[src/rtl/bin_to_onehot_sel.sv]
// Registered binary-to-one-hot select generator with break-before-make switching.
// Every change of selection inserts GAP_CYCLES all-zero cycles so downstream one-hot muxes never see two bits high.
module bin_to_onehot_sel #(
    parameter int ONEHOT_WIDTH = 8,
    parameter int GAP_CYCLES   = 2,
    parameter int RESET_IDX    = 0,
    localparam int BIN_W       = $clog2(ONEHOT_WIDTH)
) (
    input  logic                    clk_i,
    input  logic                    rst_ni,
    input  logic [BIN_W-1:0]        bin_i,
    input  logic                    valid_i,
    output logic                    ready_o,
    output logic [ONEHOT_WIDTH-1:0] onehot_o,
    output logic                    done_o,
    output logic                    err_o
);

    localparam int                CNT_W     = $clog2(GAP_CYCLES + 1);
    localparam int                IDX_RANGE = 2 ** BIN_W;
    localparam logic [BIN_W-1:0]  RESET_BIN = BIN_W'(RESET_IDX);
    localparam logic [CNT_W-1:0]  GAP_LOAD  = CNT_W'(GAP_CYCLES - 1);

    typedef enum logic [1:0] {
        IDLE,
        BREAK,
        MAKE
    } state_e;

    state_e               state_q, state_d;
    logic [BIN_W-1:0]     cur_q, cur_d;
    logic [BIN_W-1:0]     tgt_q, tgt_d;
    logic [CNT_W-1:0]     cnt_q, cnt_d;
    logic                 done_q, done_d;
    logic                 err_q, err_d;

    logic [IDX_RANGE-1:0] legal_idx;
    logic                 accept;

    // Table lookup rather than a magnitude compare, which is constant when ONEHOT_WIDTH is a power of two.
    always_comb begin
        legal_idx = '0;
        for (int i = 0; i < IDX_RANGE; i++) begin
            legal_idx[i] = (i < ONEHOT_WIDTH);
        end
    end

    assign ready_o = (state_q != BREAK);
    assign accept  = valid_i && ready_o;

    always_comb begin
        state_d = state_q;
        cur_d   = cur_q;
        tgt_d   = tgt_q;
        cnt_d   = cnt_q;
        done_d  = 1'b0;
        err_d   = 1'b0;
        case (state_q)
            BREAK: begin
                if (cnt_q != '0) begin
                    cnt_d = cnt_q - CNT_W'(1);
                end else begin
                    state_d = MAKE;
                    cur_d   = tgt_q;
                    done_d  = 1'b1;
                end
            end
            default: begin
                // MAKE behaves like IDLE so a new request can be taken in the completion cycle.
                state_d = IDLE;
                if (accept) begin
                    if (!legal_idx[bin_i]) begin
                        err_d = 1'b1;
                    end else if (bin_i == cur_q) begin
                        done_d = 1'b1;
                    end else begin
                        tgt_d   = bin_i;
                        cnt_d   = GAP_LOAD;
                        state_d = BREAK;
                    end
                end
            end
        endcase
    end

    always_ff @(posedge clk_i or negedge rst_ni) begin
        if (!rst_ni) begin
            state_q <= IDLE;
            cur_q   <= RESET_BIN;
            tgt_q   <= RESET_BIN;
            cnt_q   <= '0;
            done_q  <= 1'b0;
            err_q   <= 1'b0;
        end else begin
            state_q <= state_d;
            cur_q   <= cur_d;
            tgt_q   <= tgt_d;
            cnt_q   <= cnt_d;
            done_q  <= done_d;
            err_q   <= err_d;
        end
    end

    // Decoded only from state and cur_q, so reset forces the reset selection without waiting for a clock.
    always_comb begin
        onehot_o = '0;
        for (int i = 0; i < ONEHOT_WIDTH; i++) begin
            onehot_o[i] = (state_q != BREAK) && (cur_q == BIN_W'(i));
        end
    end

    assign done_o = done_q;
    assign err_o  = err_q;

    a_onehot0: assert property (@(posedge clk_i) disable iff (!rst_ni) $onehot0(onehot_o));
    a_done_err_excl: assert property (@(posedge clk_i) disable iff (!rst_ni) !(done_o && err_o));

endmodule

[config.mk]
export PLATFORM = sky130hd
export DESIGN_NAME = bin_to_onehot_sel
export DESIGN_NICKNAME = d
export VERILOG_FILES = /design/src/rtl/bin_to_onehot_sel.sv
export SDC_FILE = /design/constraint.sdc
export NUM_CORES = 1
export LEC_CHECK = 0
export CORE_MARGIN = 4
export CORE_UTILIZATION = 43
export CTS_CLUSTER_DIAMETER = 120
export DETAILED_ROUTE_END_ITERATION = 8
export GPL_TIMING_DRIVEN = 1
export PLACE_DENSITY = 0.75
export SLEW_MARGIN = 20
export SYNTH_ARGS = -nofsm -noshare
export SYNTH_HDL_FRONTEND = slang
export SYNTH_SLANG_ARGS = --single-unit
[constraint.sdc]
create_clock -name clk_i -period 1.69 [get_ports clk_i]
set_input_delay 0.338 -clock clk_i [delete_from_list [all_inputs] [get_ports clk_i]]
set_output_delay 0.338 -clock clk_i [all_outputs]
set_load 0.05 [all_outputs]
# ---- Word level (Yosys, flattened, before mapping)
# Memory sizes are Yosys's and may differ from the RTL's.
# Index checks and enable logic that the tools add are counted.
dict set report word_totals {
  ram_bits 0
  out_inout_bits 11
  latch_bits 0
  n_memories 1
  elab_cells 60
  mem_bits_ro 8
  ff_bits 12
  in_bits 6
}
dict set report classes {
  magnitude_cmp 1
  muxes 19
  div 0
  mul 0
  shifts 0
  reduce_logical 16
  eq_ne 13
  add_sub_neg 1
  bitwise 3
}
# name depth width rd rd_ports_with_merged_regs wr line
set memory_table {}
lappend memory_table {{(no name shown)} 8 1 1 0 0 72} ;# if (!legal_idx[bin_i]) begin
# cell n
set ops {}
lappend ops {{two-way mux 2 bit} 7}
lappend ops {{equality test 3 bit, second input constant} 4}
lappend ops {{two-way mux 1 bit} 12}
lappend ops {{logical AND 1 bit} 9}
lappend ops {{AND reduction 4 bit} 2}
lappend ops {{equality test 3 x 2 -> 1 bit, second input constant} 2}
lappend ops {{nonzero test 2 bit} 3}
lappend ops {{< comparator 3 x 4 -> 1 bit, second input constant} 1}
lappend ops {{inequality test 2 x 1 -> 1 bit, second input constant} 2}
lappend ops {{inequality test 2 bit, second input constant} 2}
lappend ops {{equality test 3 x 1 -> 1 bit, second input constant} 1}
lappend ops {{equality test 3 bit} 1}
lappend ops {{logical NOT 3 bit} 1}
lappend ops {{NOT 1 bit} 3}
lappend ops {{equality test 2 x 1 -> 1 bit, second input constant} 1}
lappend ops {{AND reduction 2 bit} 1}
lappend ops {{subtractor 2 x 1 -> 2 bit, second input constant} 1}

# ---- Depth between registers and ports, before layout
dict set report depth {
  word_depth 5
  mapped_depth 5
  mapped_depth_nobuf 4
}

# ---- Least setup slack after synthesis
# No wires, ideal clock.
dict set report synth_path {
  path_type {register to output}
  startpoint {reg state_q[0]}
  endpoint {out onehot_o[4]}
  required_ns 1.352
  slack_ns -0.891
  arrival_ns 2.243
  stages_incl_launch_ff 6
  n_path_buf 1
  cell_sequence {dfrtp_1 -> nor2b_1 -> clkbuf_1 -> inv_1 -> nand2_1 -> nor3_1}
}
dict set report synth_via {
  elab_chain_len 2
}
# item line
set synth_rtl {}
lappend synth_rtl {{start, declared} 30} ;# state_e state_q, state_d;
lappend synth_rtl {{start signal, assigned} 95} ;# state_q <= state_d;
lappend synth_rtl {{inequality test 2 x 1 -> 1 bit} n/a}
lappend synth_rtl {{via ready_o} 13} ;# output logic ready_o,
lappend synth_rtl {{logical AND 1 bit} 108} ;# onehot_o[i] = (state_q != BREAK) && (cur_q == BIN_W'(i));
lappend synth_rtl {{end, declared} 14} ;# output logic [ONEHOT_WIDTH-1:0] onehot_o,
# The timed path passes the listed nets, and every way through them passes these cells.

# ---- Worst setup path in the final report
dict set report layout_path {
  startpoint {reg cur_q[0]}
  endpoint {out onehot_o[0]}
}
dict set report layout_via {
  elab_chain_len 2
}
# item line
set layout_rtl {}
lappend layout_rtl {{start, declared} 31} ;# logic [BIN_W-1:0] cur_q, cur_d;
lappend layout_rtl {{start signal, assigned} 96} ;# cur_q <= cur_d;
lappend layout_rtl {{logical NOT 3 bit} 108}
lappend layout_rtl {{logical AND 1 bit} 108}
# Every way passes these cells.

==> reports/results.tsv <==
stage	metric	value	unit
global_routing	antenna_found_initial	0	
global_routing	track_usage	15.46	%
cells_and_area	multi_input_comb_area	357.8	µm²
cts	clock_latency	0.27	ns
sta	setup_violations	0	
cts	root_buffer	clkbuf_4	
sta	fin_crit	1.658	ns
global_routing	grt_pass1_wl	2125	µm
logic_synthesis	ys_seq_area_share	49.22	%
floorplanning	die_x	44.07	µm
cells_and_area	layout.nets	89	
setup_path	required	1.35	ns
cells_and_area	n_fill_cell	72	
logic_synthesis	ys_ff_latch	11	
cells_and_area	drive_gt1_share	59.26	%
cts	cts_tree	yes	
floorplanning	die_area	1942	µm²
detailed_routing	routed_wl	1312	µm
logic_synthesis	synth_simple_gate_area_share	16.78	%
detailed_routing	drt_iter0_markers	11	
run	drv_cap	0	
floorplanning	coreArea	1171	µm²
logic_synthesis	synth_compound_area_share	6.040	%
logic_synthesis	synth_area	559.3	µm²
setup_path	crit_arrival	1.32	ns
detailed_routing	detail_route.vias_per_cell	5.137	
placement	dpl.hpwl	904.9	µm
cts	cts_max_level	1	
cells_and_area	seqCellArea	277.8	µm²
global_routing	grt_remaining_overflow	0	
logic_synthesis	syn_area_per_cell	10.55	µm²
cts	clockBufferDepth	2	
setup_path	crit_fanout	6	
setup_path	endpoint_kind	output port	
sta	rsz0062_at_grt	yes	
placement	dp_cells	84	
floorplanning	pin_count	17	
logic_synthesis	synth_fp_nets	60	
logic_synthesis	muxShareOfSynthArea	14.09	%
global_routing	grt_pass1_vias	494	
cells_and_area	antenna_cells	0	
logic_synthesis	synthAdderAreaFrac	2.237	%
sta	post-route-period-util	98.12	%
setup_path	worstSetupPathType	register to output port	
cts	cts_hold_buf	0	
sta	hold_violations	0	
logic_synthesis	synth_cell_types	22	
setup_path	startpoint_type	register	
cells_and_area	finalNonFillerCells	95	
hold_path	min_path_type	input pin to asynchronous set/reset pin	
outcome	status	complete, no violations	
logic_synthesis	syn_inst	53	
cts	cts_made_buffers	3	
cts	clock-sinks	11	
cells_and_area	mostFrequentLayoutCells	buf_6, buf_4, dfrtp_1, clkdlybuf4s50_1	
logic_synthesis	synth_xor_area_share	4.698	%
global_routing	grt_max_degree	12	
floorplanning	rows	12	
sta	fmax	0.6030	GHz
placement	place.gp.congestion	0.7603	
detailed_routing	firstDrtPassIters	4	
floorplanning	initial_utilization	47.76	%
cells_and_area	area_growth	71.36	%
sta	slew_violations	0	
detailed_routing	ant_nets	0	
sta	fin_skew	0.003312	ns
sta	hold-worst-slack	0.3865	ns
floorplanning	die_y	44.07	µm
detailed_routing	drcViolationCount	0	
logic_synthesis	synth_top_family_by_area	simple AND/OR/NAND/NOR gates	
logic_synthesis	yosysWarnings	0	
cts	clkTransAtPathRegs	0.07	ns
detailed_routing	avgRoutedWirePerCell	13.81	µm
detailed_routing	dr_total_vias	488	
placement	portBuffers	15	
## cell usage after synthesis
library cell	number	share of area (%)
a311o_2	1	2.0
a31o_2	1	1.6
a31oi_1	1	1.1
buf_4	1	1.3
clkbuf_1	1	0.67
clkbuf_2	1	0.89
conb_1	1	0.67
dfrtp_1	11	49
ha_1	1	2.2
inv_1	5	3.4
mux2_2	3	6.0
mux2_4	3	8.1
nand2_1	4	2.7
nand2b_1	2	2.2
nand3_1	1	0.89
nor2_1	3	2.0
nor2b_1	1	1.1
nor3_1	6	5.4
nor4_1	1	1.1
o31ai_1	1	1.3
or2b_1	1	1.3
xnor2_1	3	4.7
## routing by layer
metal / global-route usage, % / part of all wire, %
met1: 16.28 / 42
met2: 27.33 / 49
met3: 2.846 / 5.8
met4: 10.84 / 3.2
met5: 0 / 0
## what timing repair did
action                     CTS  global route
pin swaps                    1             8
setup buffers                5             2
setup endpoints to repair    9            13
resized for setup            6            16
## worst paths after layout
check	startpoint	endpoint	slack, ns	cells past startpoint
setup / recovery	cur_q[0]$_DFFE_PN0P_	onehot_o[0]	0.03	3
hold / removal	rst_ni	cur_q[2]$_DFFE_PN0P_	0.39	1
setup reg to reg	cur_q[0]$_DFFE_PN0P_	tgt_q[2]$_DFFE_PN0P_	0.06	4
hold reg to reg	cnt_q[1]$_DFFE_PN0P_	cnt_q[1]$_DFFE_PN0P_	0.51	1
min in group clk_i	cnt_q[1]$_DFFE_PN0P_	cnt_q[1]$_DFFE_PN0P_	0.51	1
max in group asynchronous	rst_ni	cur_q[1]$_DFFE_PN0P_	0.96	1
## worst max-delay path, stage by stage (launching register included)
cell	delay, ns
dfrtp_2	0.45
buf_6	0.13
nor4_4	0.27
buf_6	0.19
## metrics by stage
stage          worst slack (ns)  area, µm²  utilization, %  setup TNS (ns)
2_1_floorplan           -0.1683      626.9               -         -0.3445
3_3_place_gp            -0.1196      789.5           67.41         -0.5250
3_5_place_dp            -0.1386      789.5           67.41         -0.6129
4_1_cts                0.001400      875.8           74.79               0
5_1_grt                -0.01893      958.4           81.84        -0.07522
6_report                0.03174      958.4           81.84               0
## registers in the layout, indices dropped and copies added, names as in the netlist
register,count
cur_q,3
tgt_q,3
cnt_q,2
state_q,2
done_o,1
## final cells by class
cell class | instances | area share (%)
Inverter | 5 | 2.350
Clock buffer | 4 | 2.742
Timing Repair Buffer | 27 | 26.76
Tap cell | 14 | 1.828
Sequential cell | 11 | 28.98
Multi-Input combinational cell | 34 | 37.34
## kinds of logic (layout without fill, tap and decap cells)
logic type,after synthesis,in the layout
simple gates,19,19
buf+inv,8,36
mux,6,6
flops,11,11
compound gates,4,4
xor+xnor,3,3
fa+ha+maj,1,1
other cells,1,1
Power is left out: the tool's default activity adds up to more than one toggle a clock period on the data nets, which glitch-free logic cannot reach.
